## config.mk

```make
export PLATFORM = sky130hd
export DESIGN_NAME = pipe_stall_ctrl
export DESIGN_NICKNAME = d
export VERILOG_FILES = /design/src/rtl/pipe_pkg.sv /design/src/rtl/md_busy_timer.sv /design/src/rtl/pipe_stall_ctrl.sv
export SDC_FILE = /design/constraint.sdc
export NUM_CORES = 1
export LEC_CHECK = 0
export BUFFER_PORTS_ARGS = -buffer_cell sky130_fd_sc_hd__buf_2
export CORE_UTILIZATION = 38
export CTS_CLUSTER_SIZE = 40
export DETAILED_ROUTE_END_ITERATION = 16
export PLACE_DENSITY = 0.75
export SYNTH_ARGS = -nofsm -noshare
export SYNTH_HDL_FRONTEND = slang
export SYNTH_SLANG_ARGS = --single-unit
export TNS_END_PERCENT = 10
```

## constraint.sdc

```tcl
create_clock -name clk -period 1.4 [get_ports clk]
set_input_delay 0.07 -clock clk [delete_from_list [all_inputs] [get_ports clk]]
set_output_delay 0.07 -clock clk [all_outputs]
set_load 0.03 [all_outputs]
```

## src/rtl/pipe_pkg.sv

```systemverilog
// pipe_pkg: definitions shared by the pipeline control blocks.
//  - Tuse / Tnew encodings and register-index types.
//  - REG_ZERO: the hard-wired zero register, which never carries a hazard.
//  - MD_MULT_LAT / MD_DIV_LAT: default mult/div unit latencies, shared with the md unit.
//  - reg_hazard(): one operand-vs-producer RAW comparison.
package pipe_pkg;

  typedef logic [4:0] reg_addr_t;
  typedef logic [1:0] tuse_t;
  typedef logic [1:0] tnew_t;

  // Tuse = 3 means the operand is not read; it can never be below any 2-bit Tnew.
  localparam tuse_t     TUSE_NONE = 2'd3;
  localparam reg_addr_t REG_ZERO  = 5'd0;

  localparam int MD_MULT_LAT = 5;
  localparam int MD_DIV_LAT  = 10;

  // True when the D operand names a register that the producer writes, and the
  // producer's result will not be forwardable by the time D needs the operand.
  function automatic logic reg_hazard(input reg_addr_t rd_addr,
                                      input tuse_t     tuse,
                                      input reg_addr_t wr_addr,
                                      input tnew_t     tnew);
    return (rd_addr != REG_ZERO) && (rd_addr == wr_addr) && (tuse < tnew);
  endfunction

endpackage

```

## src/rtl/md_busy_timer.sv

```systemverilog
// md_busy_timer: busy countdown for the multi-cycle mult/div unit.
//  Ports:
//   clk     in   clock
//   reset   in   synchronous, active-high reset (clears the counter)
//   start   in   an md operation launches in E this cycle
//   is_div  in   the launched operation is a divide (else a multiply)
//   busy    out  counter nonzero, or a start this cycle
//  A start is only honoured while the counter is idle; a start that arrives
//  while counting is ignored and the countdown continues undisturbed.
module md_busy_timer
  import pipe_pkg::*;
#(
  parameter int MULT_LAT = MD_MULT_LAT,
  parameter int DIV_LAT  = MD_DIV_LAT,
  parameter int CNT_W    = 4
) (
  input  logic clk,
  input  logic reset,
  input  logic start,
  input  logic is_div,
  output logic busy
);

  localparam logic [CNT_W-1:0] MULT_LOAD = CNT_W'(MULT_LAT);
  localparam logic [CNT_W-1:0] DIV_LOAD  = CNT_W'(DIV_LAT);

  logic [CNT_W-1:0] cnt_q;
  logic [CNT_W-1:0] cnt_d;

  // NOTE: every always_comb output gets a default first so no path leaves it unassigned (no latch).
  always_comb begin
    cnt_d = cnt_q;
    if (start && (cnt_q == '0)) begin
      cnt_d = is_div ? DIV_LOAD : MULT_LOAD;
    end else if (cnt_q != '0) begin
      cnt_d = cnt_q - CNT_W'(1);
    end
  end

  // NOTE: state flops use non-blocking assignment so every flop samples pre-edge values.
  always_ff @(posedge clk) begin
    if (reset) begin
      cnt_q <= '0;
    end else begin
      cnt_q <= cnt_d;
    end
  end

  // Busy already in the start cycle so the md instruction right behind it in D waits.
  assign busy = (cnt_q != '0) || start;

endmodule

```

## src/rtl/pipe_stall_ctrl.sv

```systemverilog
// pipe_stall_ctrl: hazard / stall controller for the 5-stage pipeline.
//  Compares D-stage operand demand (Tuse) with E/M-stage result supply (Tnew)
//  and tracks the mult/div unit through md_busy_timer. On a stall the PC and D
//  registers hold and a bubble is loaded into E; M and W always advance.
//  Ports:
//   clk, reset                 clock, synchronous active-high reset
//   d_rs_addr/d_rt_addr        D operand register indices
//   d_tuse_rs/d_tuse_rt        cycles until D needs each operand (3 = unused)
//   d_is_md                    D instruction uses the md unit
//   e_wr_addr/e_tnew           E destination and cycles until forwardable
//   m_wr_addr/m_tnew           M destination and cycles until forwardable
//   e_md_start/e_md_is_div     E launches a mult (is_div=0) or div this cycle
//   f_we/d_we                  PC and D register write-enables
//   e_flush                    load a bubble into the E register
//   md_busy                    md unit busy
//   stall_cnt                  saturating count of stall cycles
//  Build option: define PIPE_STALL_STATS_EN to add the stall_cnt port and counter.
module pipe_stall_ctrl
  import pipe_pkg::*;
#(
  parameter int MULT_LAT = MD_MULT_LAT,
  parameter int DIV_LAT  = MD_DIV_LAT,
  parameter int CNT_W    = 4
) (
  input  logic        clk,
  input  logic        reset,
  input  logic [4:0]  d_rs_addr,
  input  logic [4:0]  d_rt_addr,
  input  logic [1:0]  d_tuse_rs,
  input  logic [1:0]  d_tuse_rt,
  input  logic        d_is_md,
  input  logic [4:0]  e_wr_addr,
  input  logic [1:0]  e_tnew,
  input  logic [4:0]  m_wr_addr,
  input  logic [1:0]  m_tnew,
  input  logic        e_md_start,
  input  logic        e_md_is_div,
  output logic        f_we,
  output logic        d_we,
  output logic        e_flush,
  output logic        md_busy
`ifdef PIPE_STALL_STATS_EN
  ,
  output logic [31:0] stall_cnt
`endif
);

  logic md_busy_w;
  logic hz_rs_e, hz_rs_m, hz_rt_e, hz_rt_m;
  logic md_stall;
  logic stall;

  md_busy_timer #(
    .MULT_LAT (MULT_LAT),
    .DIV_LAT  (DIV_LAT),
    .CNT_W    (CNT_W)
  ) u_md_busy_timer (
    .clk    (clk),
    .reset  (reset),
    .start  (e_md_start),
    .is_div (e_md_is_div),
    .busy   (md_busy_w)
  );

  always_comb begin
    hz_rs_e  = reg_hazard(d_rs_addr, d_tuse_rs, e_wr_addr, e_tnew);
    hz_rs_m  = reg_hazard(d_rs_addr, d_tuse_rs, m_wr_addr, m_tnew);
    hz_rt_e  = reg_hazard(d_rt_addr, d_tuse_rt, e_wr_addr, e_tnew);
    hz_rt_m  = reg_hazard(d_rt_addr, d_tuse_rt, m_wr_addr, m_tnew);
    md_stall = d_is_md && md_busy_w;
    stall    = hz_rs_e || hz_rs_m || hz_rt_e || hz_rt_m || md_stall;

    f_we     = ~stall;
    d_we     = ~stall;
    e_flush  = stall;
    md_busy  = md_busy_w;
  end

`ifdef PIPE_STALL_STATS_EN
  logic [31:0] stall_cnt_q;
  logic [31:0] stall_cnt_d;

  always_comb begin
    stall_cnt_d = stall_cnt_q;
    if (stall && (stall_cnt_q != 32'hFFFF_FFFF)) begin
      stall_cnt_d = stall_cnt_q + 32'd1;
    end
  end

  always_ff @(posedge clk) begin
    if (reset) begin
      stall_cnt_q <= '0;
    end else begin
      stall_cnt_q <= stall_cnt_d;
    end
  end

  assign stall_cnt = stall_cnt_q;
`endif

endmodule

```

* Yosys cells after proc, flatten, opt, wreduce, memory -nomap -nowiden
Cells that the tools add are included.
** Cells by class
- $add $sub $neg :: 1
- $lt $le $gt $ge :: 4
- Equality and inequality tests :: 4
- Muxes and demuxes :: 3
- Bitwise gates (word level) :: 1
- Reduce and logical (&&, ||, !) cells :: 20
** Operator list (count)
- $eq A5 B5 Y1 :: 4
- $mux W4 :: 3
- $logic_and A1 B1 Y1 :: 10
- $reduce_bool A5 Y1 :: 2
- $lt A2 B2 Y1 :: 4
- $logic_or A1 B1 Y1 :: 5
- $logic_not A4 Y1 :: 1
- $reduce_bool A4 Y1 :: 1
- $sub A4 B1 Y4 const B :: 1
- $reduce_bool A2 Y1 :: 1
- $not A1 Y1 :: 1
** Storage, ports and cells
- Flip-flop bits (word level) :: 4
- Input port bits :: 33
- Output and inout port bits :: 4
- Logic and storage cells :: 34

* Longest topological paths before layout
Gate-level depths: netlist of the first run.
- Word-level depth :: 8
- Depth in mapped cells :: 7
- Mapped depth without buffers :: 6

* By module
Synthesis of the first run repeated with hierarchy kept, for this count alone.
** Unflattened totals
- Cells, all modules :: 74
- Area, all modules :: 621.8 um^2
** Modules (own cells, without submodules)
- pipe_stall_ctrl :: instances 1, cells each 48, area each 386.6 um^2, seq. area each 0.0 um^2
- md_busy_timer :: instances 1, cells each 26, area each 235.2 um^2, seq. area each 80.1 um^2

* Worst setup path after synthesis of the first run
OpenSTA, ideal clock, no wires.
- Path kind :: register to output
- From :: register u_md_busy_timer.cnt_q[0]
- To :: output port f_we
- Data arrival time :: 1.753 ns
- Required time :: 1.330 ns
- Path slack :: -0.423 ns
- Stages on the path, launching flop included :: 8
- Buffers on the path :: 1
- Cell sequence :: dfxtp_1 inv_1 ha_1 nand2_1 or2_2 nand2_1 and3_1 buf_4
** Between the ends
- Longest elaborated chain between the ends :: 5
** RTL lines
- start, declared :: line md_busy_timer.sv:27 : logic [CNT_W-1:0] cnt_q;
- start signal, assigned :: line md_busy_timer.sv:45 : cnt_q <= cnt_d;
- $reduce_bool A4 Y1 :: line md_busy_timer.sv:50 : assign busy = (cnt_q != '0) || start;
- $logic_or A1 B1 Y1 :: line md_busy_timer.sv:50
- named net md_busy :: line pipe_stall_ctrl.sv:41 : output logic md_busy
- $logic_and A1 B1 Y1 :: line pipe_stall_ctrl.sv:70 : md_stall = d_is_md && md_busy_w;
- $logic_or A1 B1 Y1 :: line pipe_stall_ctrl.sv:71 : stall = hz_rs_e || hz_rs_m || hz_rt_e || hz_rt_m || md_stall;
- $not A1 Y1
- end, declared :: line pipe_stall_ctrl.sv:38 : output logic f_we,
The timed path passes the listed nets, and every way through them passes these cells.

* Final worst setup path of the first run
- From :: register u_md_busy_timer.cnt_q[0]
- To :: output port d_we
** Between the ends
- Longest elaborated chain between the ends :: 5
** RTL lines
- $reduce_bool A4 Y1 :: line md_busy_timer.sv:50
- $logic_or A1 B1 Y1 :: line md_busy_timer.sv:50
- $logic_and A1 B1 Y1 :: line pipe_stall_ctrl.sv:70
- $logic_or A1 B1 Y1 :: line pipe_stall_ctrl.sv:71
- $not A1 Y1 :: line pipe_stall_ctrl.sv:74 : d_we = ~stall;
- end, declared :: line pipe_stall_ctrl.sv:39 : output logic d_we,
Every way passes these cells.

==> results of run 1 <==
-- metal layers --
metal	wire (µm)	vias to the layer above
met1	852	341
li1	-	374
met4	14	0
met5	0	-
met2	897	24
met3	74	4
-- cell type report --
cell class	instances	share of cell area, %
multi-input combinational	64	55.2
sequential	4	8.29
inverter	6	2.51
tap	16	2.01
clock buffer	3	2.26
timing repair buffer	49	29.8
-- worst paths after layout --
kind	startpoint	endpoint	slack [ps]	cells past startpoint
setup / recovery	u_md_busy_timer.cnt_q[0]	d_we	-100	7
hold / removal	reset	u_md_busy_timer.cnt_q[3]	40	2
setup reg to reg	u_md_busy_timer.cnt_q[0]	u_md_busy_timer.cnt_q[3]	30	7
hold reg to reg	u_md_busy_timer.cnt_q[3]	u_md_busy_timer.cnt_q[3]	540	2
-- report_power, final --
part           leakage [µW]  total (µW)  internal [µW]  switching, µW
combinational      0.000424         922            479            443
clock             0.0000138         147           96.1           50.4
sequential        0.0000337         226            172           54.1
-- logic make-up after synthesis --
logic type | after synthesis
simple gates | 22
xor+xnor | 21
compound gates | 15
buf+inv | 7
fa+ha+maj | 6
flops | 4
-- cell usage after synthesis, drive strengths merged --
master and instances:
a2111oi 2, a211oi 2, a21oi 2, a31oi 2, and3 1, buf 1
dfxtp 4, ha 6, inv 6, nand2 4, nand2b 2, nand3 1
nand4 4, nor2 3, nor3 2, nor4 1, o21ai 4, o2bb2ai 2
o31ai 1, or2 1, or3 1, or4 2, xnor2 10, xor2 11
-- critical path: stages, from the launching register on --
cell and delay [ps]:
sky130_fd_sc_hd__dfxtp_2 330, sky130_fd_sc_hd__inv_4 70, sky130_fd_sc_hd__ha_4 140, sky130_fd_sc_hd__nand2_4 40, sky130_fd_sc_hd__or2_4 240, sky130_fd_sc_hd__nand2_4 60
sky130_fd_sc_hd__and3_4 190, sky130_fd_sc_hd__buf_6 130
-- per-stage QoR --
| step | instance area [µm²] | util [%] |
|---|---|---|
| after floorplan | 643 | - |
| after global placement | 877 | 58.2 |
| after detailed placement | 877 | 58.2 |
| after CTS | 980 | 65.0 |
| after global routing | 996 | 66.1 |
| final | 996 | 66.1 |
-- timing repair --
action / in CTS / in global routing
setup endpoints to repair: 3 / 4
setup buffers: 6 / 1
resized for setup: 11 / 2
pin swaps: 3 / 1
cloned: 0 / 0
==> flow_summary.json, run 1 <==
{
  "final_nets": 167,
  "gr-usage-all-layers_pct": 22.3,
  "fmaxAchievable_mhz": 665,
  "yosys_warnings": 0,
  "wl_per_cell_um": 12.9,
  "area.sequential_um2": 82.6,
  "drt_first_pass_iters": 4,
  "avgSynthCellArea_um2": 8.09,
  "worst-setup-path-type": "flip-flop to output port",
  "hold_path.class": "primary input to flip-flop",
  "multiInputGateArea_um2": 549,
  "detail_route.wirelength_um": 1840,
  "placement.setup.worst_slack_ps": -177,
  "yosys_reg_bits": 4,
  "worst_ep_arrival_time_ps": 1430,
  "grt_pass1_vias": 727,
  "final.min_clock_period_ps": 1500,
  "worstSetupStartpointType": "flip-flop",
  "initial_core_util_pct": 40.3,
  "post_synth_main_area_contributors": "sky130_fd_sc_hd__xor2_1, sky130_fd_sc_hd__xnor2_1, sky130_fd_sc_hd__dfxtp_1",
  "grt_first_pass_wirelength_um": 3060,
  "clk-insertion-delay-late_ps": 240,
  "postCtsHoldBufs": 0,
  "final-setup-viol-count": 3,
  "synth.area.mux_share_pct": 0,
  "final_antenna_net_count": 0,
  "ios": 37,
  "synthSimpleGateAreaFrac_pct": 19.6,
  "timing.final.hold_violations": 0,
  "final_common_cell": "sky130_fd_sc_hd__buf_2",
  "nFillCells": 120,
  "grt_antenna_before_repair": 0,
  "die_w_um": 42.0,
  "synth_top_cell_by_area": "sky130_fd_sc_hd__xor2_1",
  "failed_checks": "negative setup slack",
  "syn_to_final_growth_pct": 64.1,
  "worst_slew_pin_slew_ps": 274,
  "grtUsageMet2_pct": 38.1,
  "run_status": "finished, violations left",
  "setup_ws_ps": -104,
  "met3_usage_in_global_routing_pct": 3.48,
  "synth.cell_area_um2": 607,
  "antenna_cells_inserted": 0,
  "syn-instance-count": 75,
  "dpl.hpwl_um": 1450,
  "synth_top_family_by_area": "XOR/XNOR gates",
  "grt_start_max_net_pins": 6,
  "synth_adder_area_share_pct": 12.4,
  "max-slew-margin-rel_pct": 81.5,
  "crit_fanout": 2,
  "synth_top_cell_area_share_pct": 15.9,
  "synth_compound_area_share_pct": 19.6,
  "nature_of_the_critical_path_endpoint": "output port",
  "most-common-layout-cells": "sky130_fd_sc_hd__buf_2, sky130_fd_sc_hd__buf_4, sky130_fd_sc_hd__xor2_1, sky130_fd_sc_hd__xnor2_1, sky130_fd_sc_hd__ha_1",
  "cts_tree": "done",
  "worst_clock_skew_ps": 1.72,
  "largest-register": "u_md_busy_timer.cnt_q",
  "post_synth_xor_area_fraction_pct": 30.3,
  "cts_max_level": 1,
  "power-per-cell-area_nw_per_um2": 1300,
  "tritoncts.num_buffers": 3,
  "clock_path_buffers": 2,
  "placement_rows": 14,
  "cellLeakagePower_uw": 0.000472,
  "drc": 0,
  "number_of_flip_flops_under_the_largest_register_name": 4,
  "groute.layer.met1.usage_pct": 29.2,
  "layout_top_registers": "u_md_busy_timer.cnt_q x4",
  "maxSlewViolCount": 0,
  "cts.root.buffer_cell": "sky130_fd_sc_hd__clkbuf_4",
  "place.detailed.instances": 132,
  "globalRouteOverflowTotal": 0,
  "grt_setup_unrepaired": "yes",
  "drt_first_iter_violations": 9,
  "stdcell_count": 142,
  "gr-max-usage-layer": "met2",
  "hold_slack_ps": 42.6,
  "total_of_max_cap_violations": 0,
  "seq_area_frac_synth_pct": 13.2,
  "crit_required_ps": 1330,
  "syn_nets": 114,
  "place.gp.congestion": 0.875,
  "max-vdd-ir-drop_mv": 0.879,
  "drt-vias-per-instance": 5.23,
  "dr_total_vias": 743,
  "die-area_um2": 1760,
  "buffer_ports.inserted": 36,
  "die_h_um": 42.0,
  "core_um2": 1510,
  "synth_cell_type_count": 25,
  "post-route-period-util_pct": 107,
  "clkTransAtPathRegs_ps": 40,
  "finalSetupTns_ps": -244,
  "overall_power_uw": 1290,
  "drive_gt1_share_pct": 51.6,
  "clock_sink_count": 4
}
Power figures use the tool's default switching activity.
==> inputs of run 2 (changes only) <==
--- a/config.mk
+++ b/config.mk
@@ -5,11 +5,12 @@
 export SDC_FILE = /design/constraint.sdc
 export NUM_CORES = 1
 export LEC_CHECK = 0
-export BUFFER_PORTS_ARGS = -buffer_cell sky130_fd_sc_hd__buf_2
-export CORE_UTILIZATION = 38
+export CORE_AREA = 2 2 39 41
 export CTS_CLUSTER_SIZE = 40
 export DETAILED_ROUTE_END_ITERATION = 16
-export PLACE_DENSITY = 0.75
+export DIE_AREA = 0 0 41 43
+export DONT_BUFFER_PORTS = 1
+export PLACE_DENSITY = 0.63
 export SYNTH_ARGS = -nofsm -noshare
 export SYNTH_HDL_FRONTEND = slang
 export SYNTH_SLANG_ARGS = --single-unit
==> run 2 against run 1 <==
Net effect: the run still ends with negative setup slack left; critical path depth decreased by 1; setup slack improved by 16 ps; sequential cell count stayed put; highest routed layer is now met3; fmax increased by 1.1%; combinational power fell by 18%; sequential power increased by 5%; design area down 22%; global-route usage down 1.6 points; routed wire length shrank 16%; hold slack improved by 76 ps; critical path type unchanged; first-iteration DRC count down 78%; largest cell class unchanged.
==> flow_summary.json, run 2 (synthesis results as in run 1) <==
{
  "run_status": "finished, violations left",
  "failed_checks": "negative setup slack",
  "power_frac_clock_pct": 12.9,
  "worst-setup-path-type": "flip-flop to output port",
  "place.detailed.instances": 94,
  "swShare_pct": 41.0,
  "clock_sink_count": 4,
  "cts.root.buffer_cell": "sky130_fd_sc_hd__clkbuf_4",
  "wl_per_cell_um": 15.0,
  "grt_start_max_net_pins": 6,
  "worst-path-buf-inv": 1,
  "grt_setup_unrepaired": "yes",
  "dr_total_vias": 569,
  "worst_ep_arrival_time_ps": 1420,
  "final_nets": 128,
  "initial_core_util_pct": 43.9,
  "cts_max_level": 1,
  "grt_first_pass_wirelength_um": 2550,
  "drc": 0,
  "grt_pass1_vias": 617,
  "worst_clock_skew_ps": 0.708,
  "p_int_uw": 674,
  "multiInputGateArea_um2": 534,
  "nature_of_the_critical_path_endpoint": "output port",
  "holdCritStartpoint": "e_md_start",
  "placement_rows": 14,
  "whs_path_depth": 2,
  "cts_tree": "done",
  "timing.final.hold_violations": 0,
  "worst_slew_pin_slew_ps": 364,
  "worst-r2r-setup-slack_ps": 20,
  "clock_path_buffers": 2,
  "most-common-layout-cells": "sky130_fd_sc_hd__xor2_1, sky130_fd_sc_hd__xnor2_1, sky130_fd_sc_hd__buf_4, sky130_fd_sc_hd__ha_1",
  "r2r_path_start": "u_md_busy_timer.cnt_q[1]",
  "setup_ws_ps": -88.3,
  "drt-vias-per-instance": 5.52,
  "worstSetupStartpointType": "flip-flop",
  "stdcell_count": 103,
  "layout_top_registers": "u_md_busy_timer.cnt_q x4",
  "die-area_um2": 1760,
  "placement.setup.worst_slack_ps": -9.39,
  "tritoncts.num_buffers": 3,
  "power.net_switching_uw": 469,
  "crit_fanout": 3,
  "drt_first_pass_iters": 3,
  "critical-path-slowest-cell": "sky130_fd_sc_hd__dfxtp_2",
  "cellLeakagePower_uw": 0.000311,
  "power-per-cell-area_nw_per_um2": 1470,
  "final_antenna_net_count": 0,
  "buffer_ports.inserted": 0,
  "max-vdd-ir-drop_mv": 0.618,
  "clkTransAtPathRegs_ps": 40,
  "clk-insertion-delay-late_ps": 230,
  "fmaxAchievable_mhz": 672,
  "maxSlewViolCount": 0,
  "final_common_cell": "sky130_fd_sc_hd__xor2_1",
  "drt_first_iter_violations": 2,
  "cpLargestDelayFamily": "simple AND/OR/NAND/NOR gates",
  "drive_gt1_share_pct": 26.4,
  "rr_endpoint": "u_md_busy_timer.cnt_q[3]",
  "final.min_clock_period_ps": 1490,
  "gr-usage-all-layers_pct": 20.7,
  "post-route-period-util_pct": 106,
  "final-setup-viol-count": 3,
  "critPathMaxStageDelay_ps": 330,
  "ios": 37,
  "max-slew-margin-rel_pct": 75.1,
  "number_of_flip_flops_under_the_largest_register_name": 4,
  "globalRouteOverflowTotal": 0,
  "total_of_max_cap_violations": 0,
  "reg2regPathDepth": 7,
  "worst_hold_endpoint": "u_md_busy_timer.cnt_q[2]",
  "combPwrFrac_pct": 66.4,
  "series_of_cell_instances_along_the_critical_path": "inv_2 > ha_4 > nand2_4 > or2_4 > nand2_2 > and3_4",
  "place.gp.congestion": 0.731,
  "syn_to_final_growth_pct": 28.0,
  "crit_required_ps": 1330,
  "p_seq_share_pct": 20.7,
  "core_um2": 1380,
  "detail_route.wirelength_um": 1540,
  "nFillCells": 140,
  "largest-register": "u_md_busy_timer.cnt_q",
  "grt_antenna_before_repair": 0,
  "die_h_um": 43,
  "area.sequential_um2": 85.1,
  "antenna_cells_inserted": 0,
  "dpl.hpwl_um": 1300,
  "hold_path.class": "primary input to flip-flop",
  "die_w_um": 41
}
[run 2: repair_timing]
action / CTS / global route
endpoints found under the hold margin: 4 / 0
setup endpoints to repair: 3 / 4
setup buffers: 5 / 0
hold buffers: 1 / 0
resized for setup: 3 / 1
pin swaps: 3 / 2
[run 2: cell type report]
class | instances | share of cell area (%)
flip-flops and latches | 4 | 11.0
inverters | 6 | 3.22
multi-input cells | 64 | 68.8
well taps | 16 | 2.58
repair buffers | 10 | 11.6
clock buffers | 3 | 2.90
[run 2: worst max-delay path by stage]
stage                                  start  endpoint  cells past startpoint
floorplan           u_md_busy_timer.cnt_q[0]      f_we                      7
global placement                   e_tnew[1]   e_flush                      7
detailed placement                 e_tnew[1]   e_flush                      7
CTS                 u_md_busy_timer.cnt_q[0]      d_we                      6
global route        u_md_busy_timer.cnt_q[1]      f_we                      6
finish              u_md_busy_timer.cnt_q[1]      d_we                      6
[run 2: through the flow]
step | cell area (µm²) | TNS [ps] | utilization (%) | hold WS (ps) | total power (µW)
2_1_floorplan | 643 | -22.7 | - | 135 | 696
3_3_place_gp | 694 | 0 | 50.2 | 136 | 837
3_5_place_dp | 694 | -9.39 | 50.2 | 137 | 858
4_1_cts | 772 | -299 | 55.8 | 110 | 1130
5_1_grt | 777 | -425 | 56.1 | 148 | 1240
6_report | 777 | -244 | 56.1 | 119 | 1140
[run 2: power by group through the flow]
stage / sequential, µW / clock, µW / combinational, µW
after floorplan: 208 / 0 / 488
after global placement: 213 / 0 / 624
after detailed placement: 216 / 0 / 642
after CTS: 223 / 151 / 751
after global routing: 244 / 154 / 847
final: 237 / 147 / 759
[run 2: per-layer routing]
layer  track usage [%]  up-vias  part of all wire, %  routed length [µm]
met5                 0        -                    0                   0
met4              8.00        0                    0                   0
met3              2.62        0                  8.4                 129
met2              31.6       25                   50                 776
met1              28.3      250                   41                 635
li1                  -      294                    -                   -
